--- config.mk ---
export PLATFORM = sky130hd
export DESIGN_NAME = abc_seq_master
export DESIGN_NICKNAME = d
export VERILOG_FILES = /design/src/rtl/abc_seq_master_pkg.sv /design/src/rtl/abc_acc_step.sv /design/src/rtl/abc_seq_master.sv
export SDC_FILE = /design/constraint.sdc
export NUM_CORES = 1
export LEC_CHECK = 0
export CAP_MARGIN = 20
export CORE_ASPECT_RATIO = 0.9
export CORE_MARGIN = 1
export CORE_UTILIZATION = 31
export CTS_CLUSTER_DIAMETER = 30
export DETAILED_ROUTE_END_ITERATION = 10
export SLEW_MARGIN = 10
export SYNTH_ARGS = -nofsm -noshare
export SYNTH_HDL_FRONTEND = slang
export SYNTH_HIERARCHICAL = 1
export SYNTH_SLANG_ARGS = --single-unit
--- constraint.sdc ---
create_clock -name clock -period 4.22 [get_ports clock]
set_input_delay 0.844 -clock clock [delete_from_list [all_inputs] [get_ports clock]]
set_output_delay 0.844 -clock clock [all_outputs]
set_load 0.02 [all_outputs]
--- src/rtl/abc_seq_master_pkg.sv ---
// Shared encodings for the soc/eoc sequencing master: FSM state codes and
// handshake level names used on both the upstream and downstream sides.
package abc_seq_master_pkg;

  // FSM state encodings (3-bit, kept as plain constants for legacy tools)
  localparam logic [2:0] S0 = 3'd0;  // idle, eoc high
  localparam logic [2:0] S1 = 3'd1;  // accept request, clear accumulator
  localparam logic [2:0] S2 = 3'd2;  // issue downstream soc
  localparam logic [2:0] S3 = 3'd3;  // wait downstream ack
  localparam logic [2:0] S4 = 3'd4;  // collect downstream result
  localparam logic [2:0] S5 = 3'd5;  // publish sum

  // Handshake levels
  localparam logic EOC_IDLE = 1'b1;
  localparam logic EOC_BUSY = 1'b0;
  localparam logic SOC_ON   = 1'b1;
  localparam logic SOC_OFF  = 1'b0;

endpackage

--- src/rtl/abc_acc_step.sv ---
// One accumulation step: ACC plus the zero-extended 16-bit downstream result.
// Purely combinational; the accumulator register lives in the top module.
module abc_acc_step #(
  parameter int W = 18
) (
  input  logic [W-1:0] i_acc,
  input  logic [15:0]  i_data,
  output logic [W-1:0] o_sum
);

  // Natural (unsigned) addition at full accumulator width
  function automatic logic [W-1:0] add_nat(input logic [W-1:0] a,
                                           input logic [W-1:0] b);
    return a + b;
  endfunction

  logic [W-1:0] w_data_ext;

  // Zero-extend the result so it can never be read as negative
  always_comb begin
    w_data_ext = {{(W-16){1'b0}}, i_data};
    o_sum      = add_nat(i_acc, w_data_ext);
  end

endmodule

--- src/rtl/abc_seq_master.sv ---
// soc/eoc initiator that runs N back-to-back downstream conversions per
// upstream request and returns their sum. The upstream side behaves as a
// soc/eoc responder, so this block chains like any other conversion unit.
//
// state | meaning
// S0    | idle, eoc=1, waiting for upstream soc
// S1    | request accepted, eoc=0, ACC/CNT cleared, waiting for soc to drop
// S2    | wait for downstream idle (eoc_d=1), then raise soc_d
// S3    | wait for downstream ack (eoc_d=0), then drop soc_d
// S4    | wait for downstream result (eoc_d=1), accumulate, count
// S5    | publish sum on out, raise eoc
module abc_seq_master
  import abc_seq_master_pkg::*;
#(
  parameter int N = 4,
  parameter int W = 16 + $clog2(N)
) (
  input  logic         clock,
  input  logic         reset_,
  input  logic         soc,
  output logic         eoc,
  output logic [W-1:0] out,
  output logic         soc_d,
  input  logic         eoc_d,
  input  logic [15:0]  data_d
);

  localparam int CW = $clog2(N);
  localparam logic [CW-1:0] CNT_LAST = CW'(N - 1);

  logic [2:0]    r_state;
  logic [CW-1:0] r_cnt;
  logic [W-1:0]  r_acc;
  logic [W-1:0]  r_out;
  logic          r_eoc;
  logic          r_soc_d;
  logic [W-1:0]  w_acc_next;

  abc_acc_step #(.W(W)) u_acc_step (
    .i_acc  (r_acc),
    .i_data (data_d),
    .o_sum  (w_acc_next)
  );

  // Sequencer: every output is a register; reset forces soc_d low at once
  always_ff @(posedge clock or negedge reset_) begin
    if (!reset_) begin
      r_state <= S0;
      r_cnt   <= '0;
      r_acc   <= '0;
      r_out   <= '0;
      r_eoc   <= EOC_IDLE;
      r_soc_d <= SOC_OFF;
    end else begin
      case (r_state)
        S0: begin
          r_eoc <= EOC_IDLE;
          if (soc) r_state <= S1;
        end
        S1: begin
          r_eoc <= EOC_BUSY;
          r_acc <= '0;
          r_cnt <= '0;
          if (!soc) r_state <= S2;
        end
        S2: begin
          if (eoc_d == EOC_IDLE) begin
            r_soc_d <= SOC_ON;
            r_state <= S3;
          end
        end
        S3: begin
          if (eoc_d == EOC_BUSY) begin
            r_soc_d <= SOC_OFF;
            r_state <= S4;
          end
        end
        S4: begin
          if (eoc_d == EOC_IDLE) begin
            r_acc <= w_acc_next;
            r_cnt <= r_cnt + 1'b1;
            r_state <= (r_cnt == CNT_LAST) ? S5 : S2;
          end
        end
        S5: begin
          r_out   <= r_acc;
          r_eoc   <= EOC_IDLE;
          r_state <= S0;
        end
        default: begin
          r_soc_d <= SOC_OFF;
          r_eoc   <= EOC_IDLE;
          r_state <= S0;
        end
      endcase
    end
  end

  assign eoc   = r_eoc;
  assign out   = r_out;
  assign soc_d = r_soc_d;

endmodule

**Word level (Yosys, flattened, before mapping)**

Index checks and enable logic that the tools add are counted.

- Bits in registers: 43
- Input port bits: 20
- Output and inout bits: 20

- Add/subtract/negate cells: 2
- Equal/unequal tests: 11
- Mux-type cells: 15
- Bitwise logic cells: 1
- Reductions and logical operators: 7

Operators with widths:

| operator | count |
|---|---|
| one-hot mux 18 bit (2 select lines) | 1 |
| adder 18 x 16 -> 18 bit | 1 |
| 2-to-1 mux 18 bit | 1 |
| 2-to-1 mux 3 bit | 6 |
| one-hot mux 3 bit (5 select lines) | 1 |
| inequality test 2 bit, second input constant | 5 |
| == test 3 x 2 -> 1 bit, second input constant | 2 |
| == test 3 bit, second input constant | 2 |
| AND reduction 5 bit | 1 |
| one-hot mux 2 bit (2 select lines) | 1 |
| OR reduction 4 bit | 1 |
| == test 3 x 1 -> 1 bit, second input constant | 1 |
| logical NOT 3 bit | 1 |
| one-hot mux 1 bit (3 select lines) | 1 |
| AND reduction 3 bit | 1 |
| OR reduction 3 bit | 1 |
| adder 2 x 1 -> 2 bit, second input constant | 1 |
| == test 2 bit, second input constant | 1 |
| 2-to-1 mux 1 bit | 2 |
| 2-to-1 mux 2 bit | 1 |
| one-hot mux 1 bit (2 select lines) | 1 |
| AND reduction 2 bit | 1 |
| nonzero test 2 bit | 1 |
| inverter 1 bit | 1 |

**Longest topological paths before layout**

- Depth after elaboration: 4
- Mapped depth: 10
- Depth with buffers taken out: 10

**Cells and area by module**

The synthesis kept the hierarchy.

Modules (own cells, without submodules):

| module | times used | cells each | area an instance (sq um) | sequential area each (sq um) |
|---|---|---|---|---|
| abc_seq_master | 1 | 181 | 1874.3 | 1077.3 |
| abc_acc_step | 1 | 125 | 905.9 | 0.0 |

**Worst setup path before layout**

OpenSTA, ideal clock, no wires.

- Path kind: input-to-reg
- From: input port data_d[0]
- To: register r_acc[14]
- Setup time: 0.083 ns
- Arrival: 2.446 ns
- Data required time: 4.137 ns
- Slack: 1.691 ns
- Cell stages on the path: 10
- Buffers on the path: 0
- Path through: ha_1 inv_1 fa_1 nand2b_1 a21oi_2 o211ai_2 o211a_1 nor3_1 a2bb2oi_1 o22ai_1

- Word-level cells in the longest chain between the ends: 3

Ends and longest elaborated chain:

| item | RTL line | RTL |
|---|---|---|
| start: declaration | abc_seq_master.sv:25 | `input logic [15:0] data_d` |
| adder 18 x 16 -> 18 bit | abc_acc_step.sv:14 | `return a + b;` |
| net w_acc_next[14] | abc_seq_master.sv:37 | `logic [W-1:0] w_acc_next;` |
| 2-to-1 mux 18 bit | abc_seq_master.sv:79 | `if (eoc_d == EOC_IDLE) begin` |
| one-hot mux 18 bit (2 select lines) | abc_seq_master.sv:55 | `case (r_state)` |
| end signal: assignment | abc_seq_master.sv:80 | `r_acc <= w_acc_next;` |
| end: declaration | abc_seq_master.sv:33 | `logic [W-1:0] r_acc;` |

The timed path passes the listed nets, and every way through them passes these cells. The select of a mux whose other input is x is not followed.
A chain may end at the register's enable or synchronous reset.

**Worst setup path after layout**

- From: input port data_d[0]
- To: register r_acc[16]

Same word-level chain as after synthesis.

==> flow_summary.toml <==
[run_status]
status = "complete, no violations"

[synthesis]
yosysTopAreaCell = "dfrtp_1"
synth_nets = 344
synthDistinctLibCells = 52
seq_area_frac_synth = 0.3875
ys.flop_type = "dfrtp_1"
synth_top_area_frac = 0.3780
mappedNetlistArea_sq_um = 2780
synth_edf_count = 0
yosysWarnings = 6
syn-instance-count = 306
synth-seq-cells = 43
async_reset_ff_frac = 1.000
ys_top_cells_by_count = "dfrtp_1 (42), nand2_1 (31), inv_1 (27), o21ai_0 (27)"
synth_area_leaders = "dfrtp_1 (38%), ha_1 (7.7%), a2bb2oi_1 (6.0%), o21ai_0 (4.9%), o22ai_1 (4.3%)"
avgSynthCellArea_sq_um = 9.086
synth_most_common_cell = "dfrtp_1"

[global_route]
antenna_found_initial = 0
grt_pass1_vias = 2291
grt_max_degree = 44
grt_first_pass_wirelength_microns = 11520
grt_remaining_overflow = 0
grtUsageTotal = 0.1569

[worst_setup_path]
r2r_end = "r_acc[16]$_DFFE_PN0P_"
crit_path_top_delay_cell = "clkdlybuf4s50_1"
r2r_start = "r_acc[0]$_DFFE_PN0P_"
critPathKind = "input port to register"
arrival_ps = 3070
slowest_delay_ps = 460
critical_path.top_delay_family = "compound AO/OA/AOI/OAI gates"
crit_fanout = 5
rr_worst_depth = 10
r2r_setup_slack_ps = 1950
critPathLaunchType = "input port"
path_cells = "clkdlybuf4s50_1 > ha_1 > inv_1 > fa_1 > nand2b_1 > a21oi_2 > o211ai_2 > o211ai_1 > xnor2_1 > a2bb2oi_1 > o22ai_1"
crit_buf_inv = 2
endpoint_kind = "register"
worstPathRequired_ps = 4380

[clocking]
ctsResizeCount = 0
clk_pin_slew_ps = 80
clockBufferDepth = 2
clock_latency_ps = 290
holdBufCountCts = 0
post_cts.repair.setup_buffers = 0
cts_tree = "done"
clock_sinks = 43
clockRootBuffer = "clkbuf_8"
htree_levels = 2
cts_buffers = 5

[flow_run]
max_cap_violations = 0

[sta]
slew_violations = 0
setup_tns_ps = 0
grt_setup_unrepaired = "no"
slew_headroom = 0.6306
finalSetupViolCount = 0
max_freq_mhz = 343.5
min_period_ps = 2911
hold_viol_final = 0
worst_clock_skew_ps = 9.358
tightest_slew_ps = 554.2
min_period_over_period = 0.6898
timing.hold.ws_ps = 485.5

[route]
ant_nets = 0
drt-initial-drc-count = 143
drc = 0
firstDrtPassIters = 4
vias = 2335
via_per_inst = 5.054
wl_per_cell_microns = 14.87
wl_microns = 6870

[final_layout]
layout.nets = 381
diodes = 0
multi_input_area_sq_um = 1513
layout-drive-gt1-share = 0.06706
area_delta_synth_final_pct = 22.77
seq_area_sq_um = 1077
fillerInstances = 889

[floorplan]
die_width_microns = 101.8
die_area_sq_um = 9352
core_area_sq_um = 8648
ioPinCount = 40
rows = 32
die_y_microns = 91.84
initial_utilization = 0.3215

[power_and_ir_drop]
irDropWorstVdd_mv = 0.2043
p_leak_nw = 1.504
p_per_area_nw_per_um2 = 599.5

[worst_hold_path]
whs_path_depth = 2
whs_endpoint = "out[1]$_DFFE_PN0N_"
hp-class = "register to register"
worstHoldStart = "out[1]$_DFFE_PN0N_"

[placed_design]
gp_congestion = 0.8089
dp_hpwl_microns = 4717
port_buffers = 39
## area by class of cell
class                   count  share of cell area
inverters                  27             0.02969
clock inverters             1            0.008798
flip-flops and latches     43              0.3156
clock buffers               6             0.02126
well taps                 119             0.04362
multi-input cells         221              0.4432
repair buffers             45              0.1378
## worst register-to-register path, delay by kind of cell, from the launching register on
kind | cells | cell delay (ps)
AO/OA/AOI/OAI | 5 | 850
adder cells (fa/ha/maj) | 2 | 590
flip-flops | 1 | 360
AND/OR/NAND/NOR | 1 | 190
XOR/XNOR | 1 | 110
buffers and inverters | 1 | 60
## logic make-up after synthesis
| family | synth area share |
|---|---|
| fa+ha+maj | 0.08371 |
| compound gates | 0.2813 |
| simple gates | 0.1274 |
| xor+xnor | 0.04095 |
| flops | 0.3875 |
| buf+inv | 0.06841 |
| mux | 0.01080 |
## how the worst max path moves through the flow
stage	from	endpoint	cells after the start
after floorplan	data_d[0]	r_acc[14]$_DFFE_PN0P_	10
after global placement	data_d[0]	r_acc[14]$_DFFE_PN0P_	11
after detailed placement	data_d[0]	r_acc[14]$_DFFE_PN0P_	11
after CTS	data_d[0]	r_acc[14]$_DFFE_PN0P_	11
after global routing	data_d[0]	r_acc[16]$_DFFE_PN0P_	11
final	data_d[0]	r_acc[16]$_DFFE_PN0P_	11
## per-layer routing
metal,vias up,share of wire,global-route usage
met1,1107,0.49,0.2340
met3,5,0.047,0.02210
met5,-,0,0
met2,54,0.45,0.2399
met4,0,0.0080,0.03214
li1,1169,-,-
## report_power, final
part | internal, mW | leakage, nW | switching, mW | total [mW]
Combinational | 0.498 | 0.886 | 0.603 | 1.10
Clock | 0.174 | 0.0513 | 0.136 | 0.309
Sequential | 0.546 | 0.567 | 0.0906 | 0.637
Total | 1.22 | 1.50 | 0.829 | 2.05
## stage by stage
step / util / cells / setup WS, ps / power (mW) / instance area [sq um]
detailed placement: 0.3764 / 453 / 1007 / 1.720 / 3256
global route: 0.3947 / 462 / 1154 / 2.217 / 3413
global placement: 0.3764 / 453 / 1054 / 1.699 / 3256
floorplan: - / 306 / 1691 / 1.403 / 2780
CTS: 0.3883 / 460 / 1315 / 2.044 / 3358
finish: 0.3947 / 462 / 1309 / 2.046 / 3413
## state kept, by name, summed over array words and instances, names as in the netlist
name     cells
soc_d        1
out         18
eoc          1
r_acc       18
r_state      3
r_cnt        2
## layout by cell type (no fill, tap or decap), types with 4 or more instances in the layout
| master | n |
|---|---|
| dfrtp_1 | 42 |
| clkdlybuf4s50_1 | 38 |
| nand2_1 | 31 |
| inv_1 | 27 |
| o21ai_0 | 27 |
| a2bb2oi_1 | 19 |
| o22ai_1 | 19 |
| a21oi_1 | 17 |
| ha_1 | 17 |
| nor2_1 | 14 |
| xnor2_1 | 10 |
| nand2b_1 | 5 |
| clkbuf_8 | 5 |
| nor2b_1 | 4 |
| buf_4 | 4 |
| nor3_1 | 4 |
No activity file was read; power rests on OpenSTA's default activity.
